===== src/rtl/des_pkg.sv =====
// rtl/des_pkg.sv - shared FSM encodings, round count and key-shift schedule for des_decrypt
package des_pkg;

  localparam int ROUNDS = 16;

  typedef enum logic [1:0] {
    IDLE  = 2'd0,
    ROUND = 2'd1,
    DONE  = 2'd2
  } state_t;

  typedef enum logic [1:0] {
    KS_HOLD = 2'd0,
    KS_LOAD = 2'd1,
    KS_STEP = 2'd2
  } ks_op_t;

  // Rotation applied to C/D for subkey i (1-based).
  function automatic int key_shift(input int i);
    return (i == 1 || i == 2 || i == 9 || i == 16) ? 1 : 2;
  endfunction

  function automatic int cum_shift(input int i);
    int total;
    total = 0;
    for (int j = 1; j <= i; j++) total += key_shift(j);
    return total;
  endfunction

endpackage


===== src/rtl/des_decrypt_if.sv =====
// rtl/des_decrypt_if.sv - request/result bundle between a requester and des_decrypt
interface des_decrypt_if;
  logic        start;
  logic [63:0] ciphertext;
  logic [63:0] key;
  logic [63:0] plaintext_out;
  logic        done;
  logic        busy;

  modport master (output start, ciphertext, key, input plaintext_out, done, busy);
  modport slave  (input start, ciphertext, key, output plaintext_out, done, busy);
endinterface


===== src/rtl/des_dec_keysched.sv =====
// rtl/des_dec_keysched.sv - C/D key registers and current decryption subkey
// DES_DEC_ITER_KEY_EN: rotate C/D right each round; otherwise mux 16 combinational subkeys.
module des_dec_keysched import des_pkg::*; (
  input  logic        clock,
  input  logic        rst,
  input  ks_op_t      op,
  input  logic [63:0] key,
  input  logic [3:0]  rnd,
  output logic [47:0] subkey
);
  logic [55:0] pc1_out;
  logic [27:0] c, d;

  pc1_perm u_pc1 (.data(key), .result(pc1_out));

`ifdef DES_DEC_ITER_KEY_EN
  // C16/D16 equal C0/D0, so the loaded value already yields K16.
  always_ff @(posedge clock or posedge rst) begin
    if (rst) begin
      c <= '0;
      d <= '0;
    end else if (op == KS_LOAD) begin
      c <= pc1_out[55:28];
      d <= pc1_out[27:0];
    end else if (op == KS_STEP) begin
      if (key_shift(ROUNDS - int'(rnd)) == 1) begin
        c <= {c[0], c[27:1]};
        d <= {d[0], d[27:1]};
      end else begin
        c <= {c[1:0], c[27:2]};
        d <= {d[1:0], d[27:2]};
      end
    end
  end

  pc2_perm u_pc2 (.data({c, d}), .result(subkey));
`else
  always_ff @(posedge clock or posedge rst) begin
    if (rst) begin
      c <= '0;
      d <= '0;
    end else if (op == KS_LOAD) begin
      c <= pc1_out[55:28];
      d <= pc1_out[27:0];
    end
  end

  // keys[j] holds K(16-j), so rnd indexes it directly.
  logic [47:0] keys [16];
  for (genvar j = 0; j < 16; j++) begin : g_sub
    localparam int SH = cum_shift(ROUNDS - j);
    logic [27:0] cr, dr;
    assign cr = (c << SH) | (c >> (28 - SH));
    assign dr = (d << SH) | (d >> (28 - SH));
    pc2_perm u_pc2 (.data({cr, dr}), .result(keys[j]));
  end

  assign subkey = keys[rnd];
`endif
endmodule


===== src/rtl/des_prims.sv =====
// rtl/des_prims.sv - DES permutation and round-function primitives (bit 63 = DES bit 1)
module des_ip_stage (
  input  logic [63:0] data,
  output logic [63:0] result
);
  localparam int IP_T [64] = '{
    58, 50, 42, 34, 26, 18, 10, 2, 60, 52, 44, 36, 28, 20, 12, 4,
    62, 54, 46, 38, 30, 22, 14, 6, 64, 56, 48, 40, 32, 24, 16, 8,
    57, 49, 41, 33, 25, 17,  9, 1, 59, 51, 43, 35, 27, 19, 11, 3,
    61, 53, 45, 37, 29, 21, 13, 5, 63, 55, 47, 39, 31, 23, 15, 7};

  always_comb begin
    result = '0;
    for (int i = 0; i < 64; i++) result[63-i] = data[64-IP_T[i]];
  end
endmodule

module fp_perm (
  input  logic [63:0] data,
  output logic [63:0] result
);
  localparam int FP_T [64] = '{
    40, 8, 48, 16, 56, 24, 64, 32, 39, 7, 47, 15, 55, 23, 63, 31,
    38, 6, 46, 14, 54, 22, 62, 30, 37, 5, 45, 13, 53, 21, 61, 29,
    36, 4, 44, 12, 52, 20, 60, 28, 35, 3, 43, 11, 51, 19, 59, 27,
    34, 2, 42, 10, 50, 18, 58, 26, 33, 1, 41,  9, 49, 17, 57, 25};

  always_comb begin
    result = '0;
    for (int i = 0; i < 64; i++) result[63-i] = data[64-FP_T[i]];
  end
endmodule

module pc1_perm (
  input  logic [63:0] data,
  output logic [55:0] result
);
  localparam int PC1_T [56] = '{
    57, 49, 41, 33, 25, 17,  9,  1, 58, 50, 42, 34, 26, 18,
    10,  2, 59, 51, 43, 35, 27, 19, 11,  3, 60, 52, 44, 36,
    63, 55, 47, 39, 31, 23, 15,  7, 62, 54, 46, 38, 30, 22,
    14,  6, 61, 53, 45, 37, 29, 21, 13,  5, 28, 20, 12,  4};

  // Key parity bits never reach the schedule.
  logic unused_parity;
  assign unused_parity = ^{data[56], data[48], data[40], data[32],
                           data[24], data[16], data[8], data[0]};

  always_comb begin
    result = '0;
    for (int i = 0; i < 56; i++) result[55-i] = data[64-PC1_T[i]];
  end
endmodule

module pc2_perm (
  input  logic [55:0] data,
  output logic [47:0] result
);
  localparam int PC2_T [48] = '{
    14, 17, 11, 24,  1,  5,  3, 28, 15,  6, 21, 10,
    23, 19, 12,  4, 26,  8, 16,  7, 27, 20, 13,  2,
    41, 52, 31, 37, 47, 55, 30, 40, 51, 45, 33, 48,
    44, 49, 39, 56, 34, 53, 46, 42, 50, 36, 29, 32};

  logic unused_dropped;
  assign unused_dropped = ^{data[47], data[38], data[34], data[31],
                            data[21], data[18], data[13], data[2]};

  always_comb begin
    result = '0;
    for (int i = 0; i < 48; i++) result[47-i] = data[56-PC2_T[i]];
  end
endmodule

module f_func (
  input  logic [31:0] r,
  input  logic [47:0] subkey,
  output logic [31:0] result
);
  localparam int E_T [48] = '{
    32,  1,  2,  3,  4,  5,  4,  5,  6,  7,  8,  9,
     8,  9, 10, 11, 12, 13, 12, 13, 14, 15, 16, 17,
    16, 17, 18, 19, 20, 21, 20, 21, 22, 23, 24, 25,
    24, 25, 26, 27, 28, 29, 28, 29, 30, 31, 32,  1};
  localparam int P_T [32] = '{
    16,  7, 20, 21, 29, 12, 28, 17,  1, 15, 23, 26,  5, 18, 31, 10,
     2,  8, 24, 14, 32, 27,  3,  9, 19, 13, 30,  6, 22, 11,  4, 25};
  // Each S-box is 64 nibbles, row-major, entry 0 in the top nibble.
  localparam logic [255:0] SB [8] = '{
    256'hE4D12FB83A6C5907_0F74E2D1A6CB9538_41E8D62BFC973A50_FC8249175B3EA06D,
    256'hF18E6B34972DC05A_3D47F28EC01A69B5_0E7BA4D158C6932F_D8A13F42B67C05E9,
    256'hA09E63F51DC7B428_D709346A285ECBF1_D6498F30B12C5AE7_1AD069874FE3B52C,
    256'h7DE3069A1285BC4F_D8B56F03472C1AE9_A690CB7DF13E5284_3F06A1D8945BC72E,
    256'h2C417AB6853FD0E9_EB2C47D150FA3986_421BAD78F9C5630E_B8C71E2D6F09A453,
    256'hC1AF92680D34E75B_AF427C9561DE0B38_9EF528C3704A1DB6_432C95FABE17608D,
    256'h4B2EF08D3C975A61_D0B7491AE35C2F86_14BDC37EAF680592_6BD814A7950FE23C,
    256'hD2846FB1A93E50C7_1FD8A374C56B0E92_7B419CE206ADF358_21E74A8DFC90356B};

  logic [47:0] x;
  logic [31:0] s_out;
  logic [5:0]  six;
  int          idx;

  always_comb begin
    x = '0;
    for (int i = 0; i < 48; i++) x[47-i] = r[32-E_T[i]];
    x = x ^ subkey;
    s_out = '0;
    six = '0;
    idx = 0;
    for (int s = 0; s < 8; s++) begin
      six = x[47-6*s -: 6];
      idx = int'({six[5], six[0], six[4:1]});
      s_out[31-4*s -: 4] = SB[s][255-4*idx -: 4];
    end
    result = '0;
    for (int i = 0; i < 32; i++) result[31-i] = s_out[32-P_T[i]];
  end
endmodule


===== src/rtl/des_decrypt.sv =====
// rtl/des_decrypt.sv - iterative DES decryptor, one Feistel round per clock
// Key schedule style selected by DES_DEC_ITER_KEY_EN inside des_dec_keysched.
module des_decrypt import des_pkg::*; (
  input  logic         clock,
  input  logic         rst,
  des_decrypt_if.slave bus
);
  state_t      state;
  logic [3:0]  rnd;
  logic [31:0] l, r;
  logic [31:0] r_new, f_out;
  logic [63:0] ip_out, fp_out;
  logic [47:0] subkey;
  ks_op_t      op;

  always_comb begin
    op = KS_HOLD;
    if (state == IDLE && bus.start) op = KS_LOAD;
    else if (state == ROUND)        op = KS_STEP;
  end

  des_ip_stage u_ip (.data(bus.ciphertext), .result(ip_out));

  des_dec_keysched u_ks (
    .clock  (clock),
    .rst    (rst),
    .op     (op),
    .key    (bus.key),
    .rnd    (rnd),
    .subkey (subkey)
  );

  f_func u_f (.r(r), .subkey(subkey), .result(f_out));

  assign r_new = l ^ f_out;

  // Final swap: {R16, L16} where L16 is the current R.
  fp_perm u_fp (.data({r_new, r}), .result(fp_out));

  always_ff @(posedge clock or posedge rst) begin
    if (rst) begin
      state             <= IDLE;
      rnd               <= '0;
      l                 <= '0;
      r                 <= '0;
      bus.plaintext_out <= '0;
      bus.done          <= 1'b0;
      bus.busy          <= 1'b0;
    end else begin
      case (state)
        IDLE: begin
          if (bus.start) begin
            l        <= ip_out[63:32];
            r        <= ip_out[31:0];
            rnd      <= '0;
            bus.busy <= 1'b1;
            state    <= ROUND;
          end
        end
        ROUND: begin
          l   <= r;
          r   <= r_new;
          rnd <= rnd + 4'd1;
          if (rnd == 4'(ROUNDS - 1)) begin
            bus.plaintext_out <= fp_out;
            bus.done          <= 1'b1;
            bus.busy          <= 1'b0;
            state             <= DONE;
          end
        end
        DONE: begin
          if (!bus.start) begin
            bus.done <= 1'b0;
            state    <= IDLE;
          end
        end
        default: begin
          state    <= IDLE;
          rnd      <= '0;
          bus.done <= 1'b0;
          bus.busy <= 1'b0;
        end
      endcase
    end
  end
endmodule


===== src/flat_wrapper.sv =====
// flat-port wrapper written by rule: the top's interface ports become plain ports
module des_decrypt_flat import des_pkg::*;
  (clock, rst, bus_start, bus_ciphertext, bus_key, bus_plaintext_out, bus_done, bus_busy);
  des_decrypt_if bus_i ();
  input  logic clock;
  input  logic rst;
  input wire logic [$bits(bus_i.start)-1:0] bus_start;
  input wire logic [$bits(bus_i.ciphertext)-1:0] bus_ciphertext;
  input wire logic [$bits(bus_i.key)-1:0] bus_key;
  output wire logic [$bits(bus_i.plaintext_out)-1:0] bus_plaintext_out;
  output wire logic [$bits(bus_i.done)-1:0] bus_done;
  output wire logic [$bits(bus_i.busy)-1:0] bus_busy;
  assign bus_i.start = bus_start;
  assign bus_i.ciphertext = bus_ciphertext;
  assign bus_i.key = bus_key;
  assign bus_plaintext_out = bus_i.plaintext_out;
  assign bus_done = bus_i.done;
  assign bus_busy = bus_i.busy;
  des_decrypt u_core (.clock(clock), .rst(rst), .bus(bus_i));
endmodule

===== config.mk =====
export PLATFORM = sky130hd
export DESIGN_NAME = des_decrypt_flat
export DESIGN_NICKNAME = d
export VERILOG_FILES = /design/src/rtl/des_pkg.sv /design/src/rtl/des_decrypt_if.sv /design/src/rtl/des_dec_keysched.sv /design/src/rtl/des_prims.sv /design/src/rtl/des_decrypt.sv /design/src/flat_wrapper.sv
export SDC_FILE = /design/constraint.sdc
export NUM_CORES = 1
export LEC_CHECK = 0
export CAP_MARGIN = 5
export CORE_ASPECT_RATIO = 1.25
export CORE_UTILIZATION = 45
export CTS_CLUSTER_DIAMETER = 50
export CTS_CLUSTER_SIZE = 10
export DETAILED_ROUTE_END_ITERATION = 16
export PLACE_DENSITY_LB_ADDON = 0.05
export RECOVER_POWER = 25
export SLEW_MARGIN = 20
export SYNTH_ARGS = -nofsm -noshare
export SYNTH_HDL_FRONTEND = slang
export SYNTH_SLANG_ARGS = --single-unit

===== constraint.sdc =====
create_clock -name clock -period 7.1 [get_ports clock]
set_input_delay 1.065 -clock clock [delete_from_list [all_inputs] [get_ports clock]]
set_output_delay 1.065 -clock clock [all_outputs]
set_load 0.01 [all_outputs]

; ---- Yosys cells after proc, flatten, opt, wreduce, memory -nomap -nowiden
; Cells that the tools add are included.
; W data, S select, Z words.
[word_totals]
mem_count = 0
rom_bits = 0
out_inout_bits = 66
elab_cells = 99
inputBits = 131
regBits = 192
latch_bits = 0
ram_bits = 0
[op_classes]
n_mul = 0
n_eq_ne = 7
add_sub_neg = 9
shift = 8
order_cmp = 1
bitwise_logic = 35
n_reduce_logical = 9
div = 0
muxes = 21
[ops]
columns = op, count
row1 = $shiftx A259 B9 Y4 const A, 8
row2 = $bmux W48 S4, 1
row3 = $pmux W32 S2, 2
row4 = $mux W48, 2
row5 = $sub A8 B8 Y9 const A, 8
row6 = $mux W32, 2
row7 = $or A28 B1 Y28, 2
row8 = $or A28 B10 Y28, 2
row9 = $or A28 B12 Y28, 2
row10 = $or A28 B14 Y28, 2
row11 = $or A28 B15 Y28, 2
row12 = $or A28 B17 Y28, 2
row13 = $or A28 B19 Y28, 2
row14 = $or A28 B2 Y28, 2
row15 = $or A28 B21 Y28, 2
row16 = $or A28 B23 Y28, 2
row17 = $or A28 B25 Y28, 2
row18 = $or A28 B27 Y28, 2
row19 = $or A28 B4 Y28, 2
row20 = $or A28 B6 Y28, 2
row21 = $or A28 B8 Y28, 2
row22 = $xor A48 B48 Y48, 1
row23 = $xor A32 B32 Y32, 1
row24 = $pmux W4 S3, 1
row25 = 18 further kinds, 34

; ---- Longest topological paths before layout
; Gate-level depths: netlist of the first run.
[logic_depth]
depth_word = 9
depth_mapped = 19
ltp_nobuf = 14

; ---- By module
; Synthesis of the first run repeated with hierarchy kept, for this count alone.
[unflattened]
hier_cells = 2676
area_unflattened_um2 = 26395.3
[by_module_without_submodules]
columns = module, cells_per_inst, seq_area_each_um2, area_each_um2, instances
row1 = des_dec_keysched, 523, 1401.3, 7627.3, 1
row2 = des_decrypt, 514, 3403.3, 6422.4, 1
row3 = pc2_perm, 48, 0.0, 360.3, 16
row4 = f_func, 687, 0.0, 5198.7, 1
row5 = des_ip_stage, 64, 0.0, 480.5, 1
row6 = fp_perm, 64, 0.0, 480.5, 1
row7 = pc1_perm, 56, 0.0, 420.4, 1

; ---- Worst setup path after synthesis of the first run
; No wires, ideal clock.
[synth_path]
path_kind = reg-to-reg
start = register u_core.rnd[0]
end = register u_core.bus.plaintext_out[32]
setup_slack_ns = 3.319
period_less_slack_ns = 3.781
setup_ns = 0.130
n_path_buf = 5
arrival_ns = 3.651
path_stages_with_launch = 18
required_ns = 6.970
path_cell_list = dfrtp_1 -> buf_6 -> buf_6 -> buf_6 -> mux4_2 -> mux2i_1 -> mux2i_1 -> xnor2_1 -> buf_4 -> inv_2 -> ha_1 -> clkbuf_1 -> nor3_1 -> a221oi_2 -> o32ai_1 -> a311oi_2 -> xnor2_1 -> o21ai_1
[synth_between]
elab_chain_len = 8
elab_cells_between_ends = 10
cone_classes = 1 x add/sub / 1 x eq/ne / 1 x shift / 3 x mux / 3 x bitwise / 1 x reduce/logical
[synth_rtl]
columns = item, line_no
row1 = from (decl), des_decrypt.sv:9  ; logic [3:0] rnd;
row2 = from (signal assigned), des_decrypt.sv:63  ; rnd <= rnd + 4'd1;
row3 = $not A4 Y5 (not written as such), des_dec_keysched.sv:58  ; assign subkey = keys[rnd];
row4 = $bmux W48 S4, des_dec_keysched.sv:58
row5 = $mux W48 (not written as such) (2 in series), des_dec_keysched.sv:58
row6 = $xor A48 B48 Y48, des_prims.sv:107  ; x = x ^ subkey;
row7 = $sub A8 B8 Y9, des_prims.sv:114  ; s_out[31-4*s -: 4] = SB[s][255-4*idx -: 4];
row8 = $shiftx A259 B9 Y4, des_prims.sv:114
row9 = $xor A32 B32 Y32, des_decrypt.sv:35  ; assign r_new = l ^ f_out;
row10 = to (signal assigned), des_decrypt.sv:65  ; bus.plaintext_out <= fp_out;
row11 = to (decl), des_decrypt_if.sv:11  ; modport slave (input start, ciphertext, key, output plaintext_out, done, busy);
; Several ways; a longest one is shown, not always the timed one. The select of a mux whose other input is x is not followed.
; A chain may end at the register's enable or synchronous reset.

==> run metrics, run 1 <==
# Post-CTS Setup Buffers 0; mean routed wirelength per cell 23.71 um; area leader, netlist dfrtp_1; placed cells 2679; f_max 187.4 MHz; Mapped Area 19570 sq um; Post-Synth Adder-Cell Area under 10%; # H-tree levels 4; CP Capture Type asynchronous set/reset pin; setup slack at placement roughly 1.9 ns; I/O pins between 150 and 200; CTS Sinks 192; Max Slew Vio Count roughly 120; layout cells sized above 1 15.42%; combinational family with the most area after synthesis multiplexers; drt pass-1 iters 8; initial drt markers 1680; Synth Register Bits 192; Synth Flop Type dfrtp_1; CTS max path bufs 2; Root Buffer clkbuf_16; initial core utilization between 40% and 50%; number of global-route vias before repair 16.56k; status complete, but fails checks; # resized after CTS 0; Final Hold Fails 0; Post-Syn Instances 2113; fin nets 2311; fill count 4089; fin crit period approximately 5.3 ns; slew margin rel. -210.2%; antenna violations before repair 0; IO Port Bufs 188; DIE AREA 44320 sq um; RSZ-0062 raised after global routing no; Remaining DRCs 0; max incr delay on CP just over 3 ns; Warnings, synthesis 0; final RePlAce weighted congestion 0.8933; critical path, cell by cell clkdlybuf4s50_1, inv_1; Layout Cells excl Fill 2711; row cnt 85; global-route wire length before repair 100.7 mm; Setup CP Type in2async; clk_lat worst skew 0.48 ns; Final TNS setup 0 ns; final WL 64.28 mm; DP HPWL 44.54 mm; Crit path buffers/inverters 2; largest net degree at the start of global routing 116; vias per cell 6.296; CP top delay family buffers and inverters; internal reg-to-reg setup slack between 1.5 and 2 ns; register area share after synthesis 24.56%; Storage cell area 4817 sq um; slowest stage cell, crit path inv_1; post-synthesis xor/xnor area fraction ~6%; worst path required time 6.60 ns; core footprint 42970 sq um; fraction of synthesis flops using an asynchronous set or reset pin 100.0%; Yosys top cell area share 24.56%; fin util a little over 50%; clock skew 0.01767 ns; die height 235.1 um; Tightest Pin Transition 4.653 ns; CTS tree built; failing checks max-capacitance violations, max-slew violations; top post-synthesis cells by area dfrtp_1 25%, mux4_2 19%, nand2_1 8.9%; startpoint types primary input; number of setup violations in the final report 0; post-synth cell types 100; DRT antenna net count 0; Synth Area in Compound Gates ~15%; number of synthesized flops with an enable pin 0; via count 17.07k; Avg Synthesized Cell Area between 9 and 10 sq um; total CTS buffers 17; Die Width 188.5 um; CP max FO 115; antenna diode count 0; area of the multi-input gates between 10000 and 15000 sq um; setup ws final 1.764 ns; Syn-to-layout area delta 11.59%; gr ovfl total 0; worst hold path class reg2reg; gr usage total 29.38%; post-synthesis mux area share 27.43%; simple logic cell fraction of the synthesized area 17.06%; clock transition at the registers of the reported paths 0.08 ns; WP data arrival 4.84 ns; Post-Syn Nets between 2k and 2.5k; fin crit share 75.16%; CTS Hold Buffers Added 0; # Max-Cap Violations 1
==> cell type report <==
type | count | area share (%)
Sequential cell | 192 | 22.06
Timing Repair Buffer | 220 | 9.777
Multi-Input combinational cell | 1665 | 61.53
Clock buffer | 18 | 1.966
Tap cell | 565 | 3.238
Clock inverter | 14 | 0.7909
Inverter | 37 | 0.6361
==> layout by cell type, fill, tap and decap left out, drive strengths merged, types with 13 or more instances in the layout <==
| master | netlist | final |
|---|---|---|
| inv | 37 | 43 |
| nor3 | 38 | 38 |
| nor2 | 102 | 102 |
| nand3 | 44 | 44 |
| xor2 | 48 | 48 |
| a22oi | 13 | 13 |
| a31oi | 32 | 32 |
| clkdlybuf4s50 | 0 | 188 |
| mux2 | 15 | 15 |
| mux4 | 165 | 165 |
| nand2 | 466 | 466 |
| nand2b | 18 | 18 |
| dfrtp | 192 | 192 |
| mux2i | 139 | 139 |
| buf | 103 | 32 |
| a21oi | 92 | 92 |
| a211oi | 20 | 20 |
| o21ai | 120 | 120 |
| o211ai | 33 | 33 |
| o31ai | 13 | 13 |
| xnor2 | 58 | 58 |
| clkbuf | 116 | 18 |
| and3 | 26 | 26 |
| ha | 47 | 47 |
==> stage by stage <==
step | area, sq um | hold WS (ns)
6_report | 21830 | 0.4769
2_1_floorplan | 19570 | 0.4692
5_1_grt | 21830 | 0.4978
3_5_place_dp | 21230 | 0.4639
4_1_cts | 21830 | 0.4840
3_3_place_gp | 21230 | 0.4608
==> Yosys cell counts (17+ instances only) <==
| master | instances |
|---|---|
| a211oi_1 | 17 |
| o211ai_1 | 32 |
| a21oi_1 | 91 |
| xnor2_1 | 42 |
| and3_1 | 26 |
| a31oi_1 | 31 |
| mux4_2 | 164 |
| inv_1 | 26 |
| xor2_1 | 36 |
| mux2i_1 | 130 |
| nand3_1 | 44 |
| buf_2 | 39 |
| dfrtp_1 | 192 |
| clkbuf_1 | 115 |
| o21ai_0 | 73 |
| nand2_1 | 465 |
| ha_1 | 47 |
| buf_6 | 17 |
| buf_4 | 25 |
| nand2b_1 | 18 |
| nor2_1 | 100 |
| o21ai_1 | 46 |
| nor3_1 | 35 |
==> layer usage <==
metal	vias to the layer above	GRT usage, %	routed length [um]
met1	8516	40.38	27720
met2	722	48.12	31120
met4	0	9.140	1448
met5	-	0	0
li1	7746	-	-
met3	84	3.831	3997
==> flip-flops by register name, indices dropped and copies added (netlist names) <==
register                  count
u_core.rnd                    4
u_core.bus.busy               1
u_core.l                     32
u_core.bus.plaintext_out     64
u_core.bus.done               1
u_core.u_ks.c                28
u_core.u_ks.d                28
u_core.state                  2
u_core.r                     32
==> cells by family after synthesis <==
| logic type | Yosys count |
|---|---|
| flops | 192 |
| fa+ha+maj | 47 |
| mux | 319 |
| compound gates | 431 |
| buf+inv | 256 |
| simple gates | 762 |
| xor+xnor | 106 |
==> path summary, 6_finish.rpt <==
| path | startpoint | to | cells after the start |
|---|---|---|---|
| max | rst | u_core.l[2] | 2 |
| min in group asynchronous | rst | u_core.u_ks.d[10] | 2 |
| min | u_core.bus.plaintext_out[59] | u_core.bus.plaintext_out[59] | 2 |
| min reg2reg | u_core.bus.plaintext_out[59] | u_core.bus.plaintext_out[59] | 2 |
| max reg2reg | u_core.rnd[0] | u_core.r[8] | 14 |
| max in group clock | u_core.rnd[0] | u_core.r[8] | 14 |
Power of run 1 is left out: the tool's default activity adds up to more than one toggle a clock period on the data nets, which glitch-free logic cannot reach.
==> run 2: changes to the inputs <==
Clock period 7.1 ns to 4.4 ns, I/O delays scaled along.
==> run 2 against run 1 <==
Effect of this change:
- the run still ends with max-capacitance violations, max-slew violations left
- clock-buffer cell count unchanged
- sequential share of layout area decreased by 1.0 points
- global-route usage increased by 0.54 points
- die area unchanged
- hold slack got worse by 0.00084 ns
- non-clock buffer count increased by 124
- via count increased by 2.7%
- clock skew decreased by 0.0056 ns
- register-to-register slack got worse by 1.6 ns
- worst setup slack got worse by 1.5 ns
- critical endpoint is now u_core.bus.plaintext_out[40]
==> run metrics, run 2 (same netlist as run 1, synthesis figures left out) <==
status complete, but fails checks; failing checks max-capacitance violations, max-slew violations; Largest register FFs 64 (unchanged); mean routed wirelength per cell 23.28 um (-1.8%); worst hold path class reg2reg; number of setup violations in the final report 0 (unchanged); worst path required time 4.78 ns (-1.82 ns); number of global-route vias before repair 16.83k (+1.7%); final RePlAce weighted congestion 0.9175 (+2.7%); Die Width 188.5 um (unchanged); clk_lat worst skew 0.49 ns (about the same); layout cells sized above 1 19.96% (+4.5 points); setup ws final 0.2487 ns (-1.515 ns); DIE AREA 44320 sq um (unchanged); area of the multi-input gates 13430 sq um (about the same); # Max-Cap Violations 1 (unchanged); Tightest Pin Transition 2.357 ns (-2.296 ns); DRT antenna net count 0 (unchanged); reg2reg end u_core.bus.plaintext_out[40]; fin crit share 94.35%; Setup CP Type reg2reg; # H-tree levels 4 (unchanged); total CTS buffers 17 (unchanged); internal reg-to-reg setup slack 0.25 ns (-1.56 ns); final WL 66.01 mm (+2.7%); startpoint types flop; biggest regs u_core.bus.plaintext_out x64, u_core.l x32, u_core.r x32; global-route wire length before repair 102.2 mm (+1.5%); worst r2r path cells 16 (+2); gr ovfl total 0 (unchanged); Syn-to-layout area delta 16.97%; slowest stage cell, crit path dfrtp_4; CP Launch Point u_core.rnd[2]; max incr delay on CP 0.69 ns (-2.40 ns); clock skew 0.01208 ns (-0.005589 ns); initial core utilization 45.54% (unchanged); Remaining DRCs 0 (unchanged); row cnt 85 (unchanged); most frequent cells in the layout 463 x nand2_1, 188 x dfrtp_1, 187 x clkdlybuf4s50_1, 164 x mux4_2, 143 x buf_4; Final Hold Fails 0 (unchanged); DP Area 22260 sq um (+4.9%); CP Capture Type flop; # resized after CTS 0 (unchanged); f_max 240.9 MHz; CP most frequent cell buf_4; setup slack at placement 0.1439 ns (-1.743 ns); initial drt markers 1623 (-3.4%); Root Buffer clkbuf_16; I/O pins 197 (unchanged); RSZ-0062 raised after global routing no; critical path, cell by cell buf_4, buf_4, mux4_2, mux2i_1, mux2i_1, xor2_1, buf_4, inv_2, ha_1, nor3_1, a311oi_1, nor3_1, o31ai_1, buf_4, xor2_1, mux2_2; CP Capture Point u_core.bus.plaintext_out[40]; worst hold margin 0.4761 ns (-0.0008420 ns); Max Slew Vio Count 50 (-57%); gr usage total 29.92% (+0.54 points); CTS Sinks 192 (unchanged); CP max FO 17 (-85%); fin nets 2435 (+5.4%); most common cell after layout, fill and taps aside nand2_1; cell area after layout 22890 sq um (+4.8%); reg-to-reg startpoint u_core.rnd[2]; largest net degree at the start of global routing 89 (-23%); CTS max path bufs 2 (unchanged); antenna violations before repair 0 (unchanged); Top reg by flops u_core.bus.plaintext_out; core footprint 42970 sq um (unchanged); Final TNS setup 0 ns (unchanged); IO Port Bufs 188 (unchanged); DP HPWL 47.89 mm (+7.5%); die height 235.1 um (unchanged); via count 17.54k (+2.7%); antenna diode count 0 (unchanged); fill count 3970 (-2.9%); clock transition at the registers of the reported paths 0.08 ns (about the same); slew margin rel. -57.12% (+150 points); CTS tree built; fin crit period 4.151 ns; vias per cell 6.186 (-1.8%); Storage cell area 4817 sq um (unchanged); drt pass-1 iters 7 (-1); WP data arrival 4.53 ns (-0.31 ns)
-- run 2: changes by cell type in the layout (fill, tap and decap cells not counted), sizes merged --
cell,before,now
buf,32,152
clkbuf,18,21
clkdlybuf4s50,188,187
clkinv,7,6
clkinvlp,0,3
dlygate4sd3,0,1
dlymetal6s4s,0,1
inv,43,41
-- run 2: metal layers --
layer | vias up | wire length [um] | global-route usage (%)
met5 | - | 0 | 0
met4 | 0 | 1351 | 8.260
met3 | 87 | 4129 | 3.384
met2 | 776 | 32560 | 50.18
met1 | 8670 | 27970 | 40.81
li1 | 8003 | - | -
-- run 2: layout make-up --
type / count / share of cell area [%]
Tap cell: 565 / 3.089
Clock inverter: 14 / 0.8255
Clock buffer: 18 / 1.919
Timing Repair Buffer: 344 / 13.84
Multi-Input combinational cell: 1665 / 58.66
Sequential cell: 192 / 21.05
Inverter: 37 / 0.6123
-- run 2: worst min-delay path by stage --
stage,start,endpoint,slack [ns],depth (start not counted)
final,u_core.bus.plaintext_out[17],u_core.bus.plaintext_out[17],0.48,2
after global routing,u_core.bus.plaintext_out[1],u_core.bus.plaintext_out[1],0.51,2
after global placement,u_core.bus.plaintext_out[11],u_core.bus.plaintext_out[11],0.46,2
after detailed placement,u_core.bus.plaintext_out[1],u_core.bus.plaintext_out[1],0.46,2
after CTS,u_core.bus.plaintext_out[1],u_core.bus.plaintext_out[1],0.48,2
after floorplan,u_core.l[11],u_core.l[11],0.47,2
-- run 2: per-stage QoR --
step / utilization (%) / cells
2_1_floorplan: - / 2113
3_3_place_gp: 51.81 / 2802
3_5_place_dp: 51.81 / 2802
4_1_cts: 53.28 / 2834
5_1_grt: 53.26 / 2835
6_report: 53.26 / 2835
-- run 2: what timing repair did --
item	CTS	global route
endpoints found under the setup margin	0	8
setup buffers	0	1
hold buffers	0	0
-- run 2: worst max-delay path: cells and delay by family, from the launching register on --
kind / cells / cell delay, ns
mux: 4 / 0.87
buf+inv: 5 / 1.01
simple gates: 2 / 0.19
fa+ha+maj: 1 / 0.24
flops: 1 / 0.69
xor+xnor: 2 / 0.26
compound gates: 2 / 0.77
Power of run 2 is left out for the same reason.
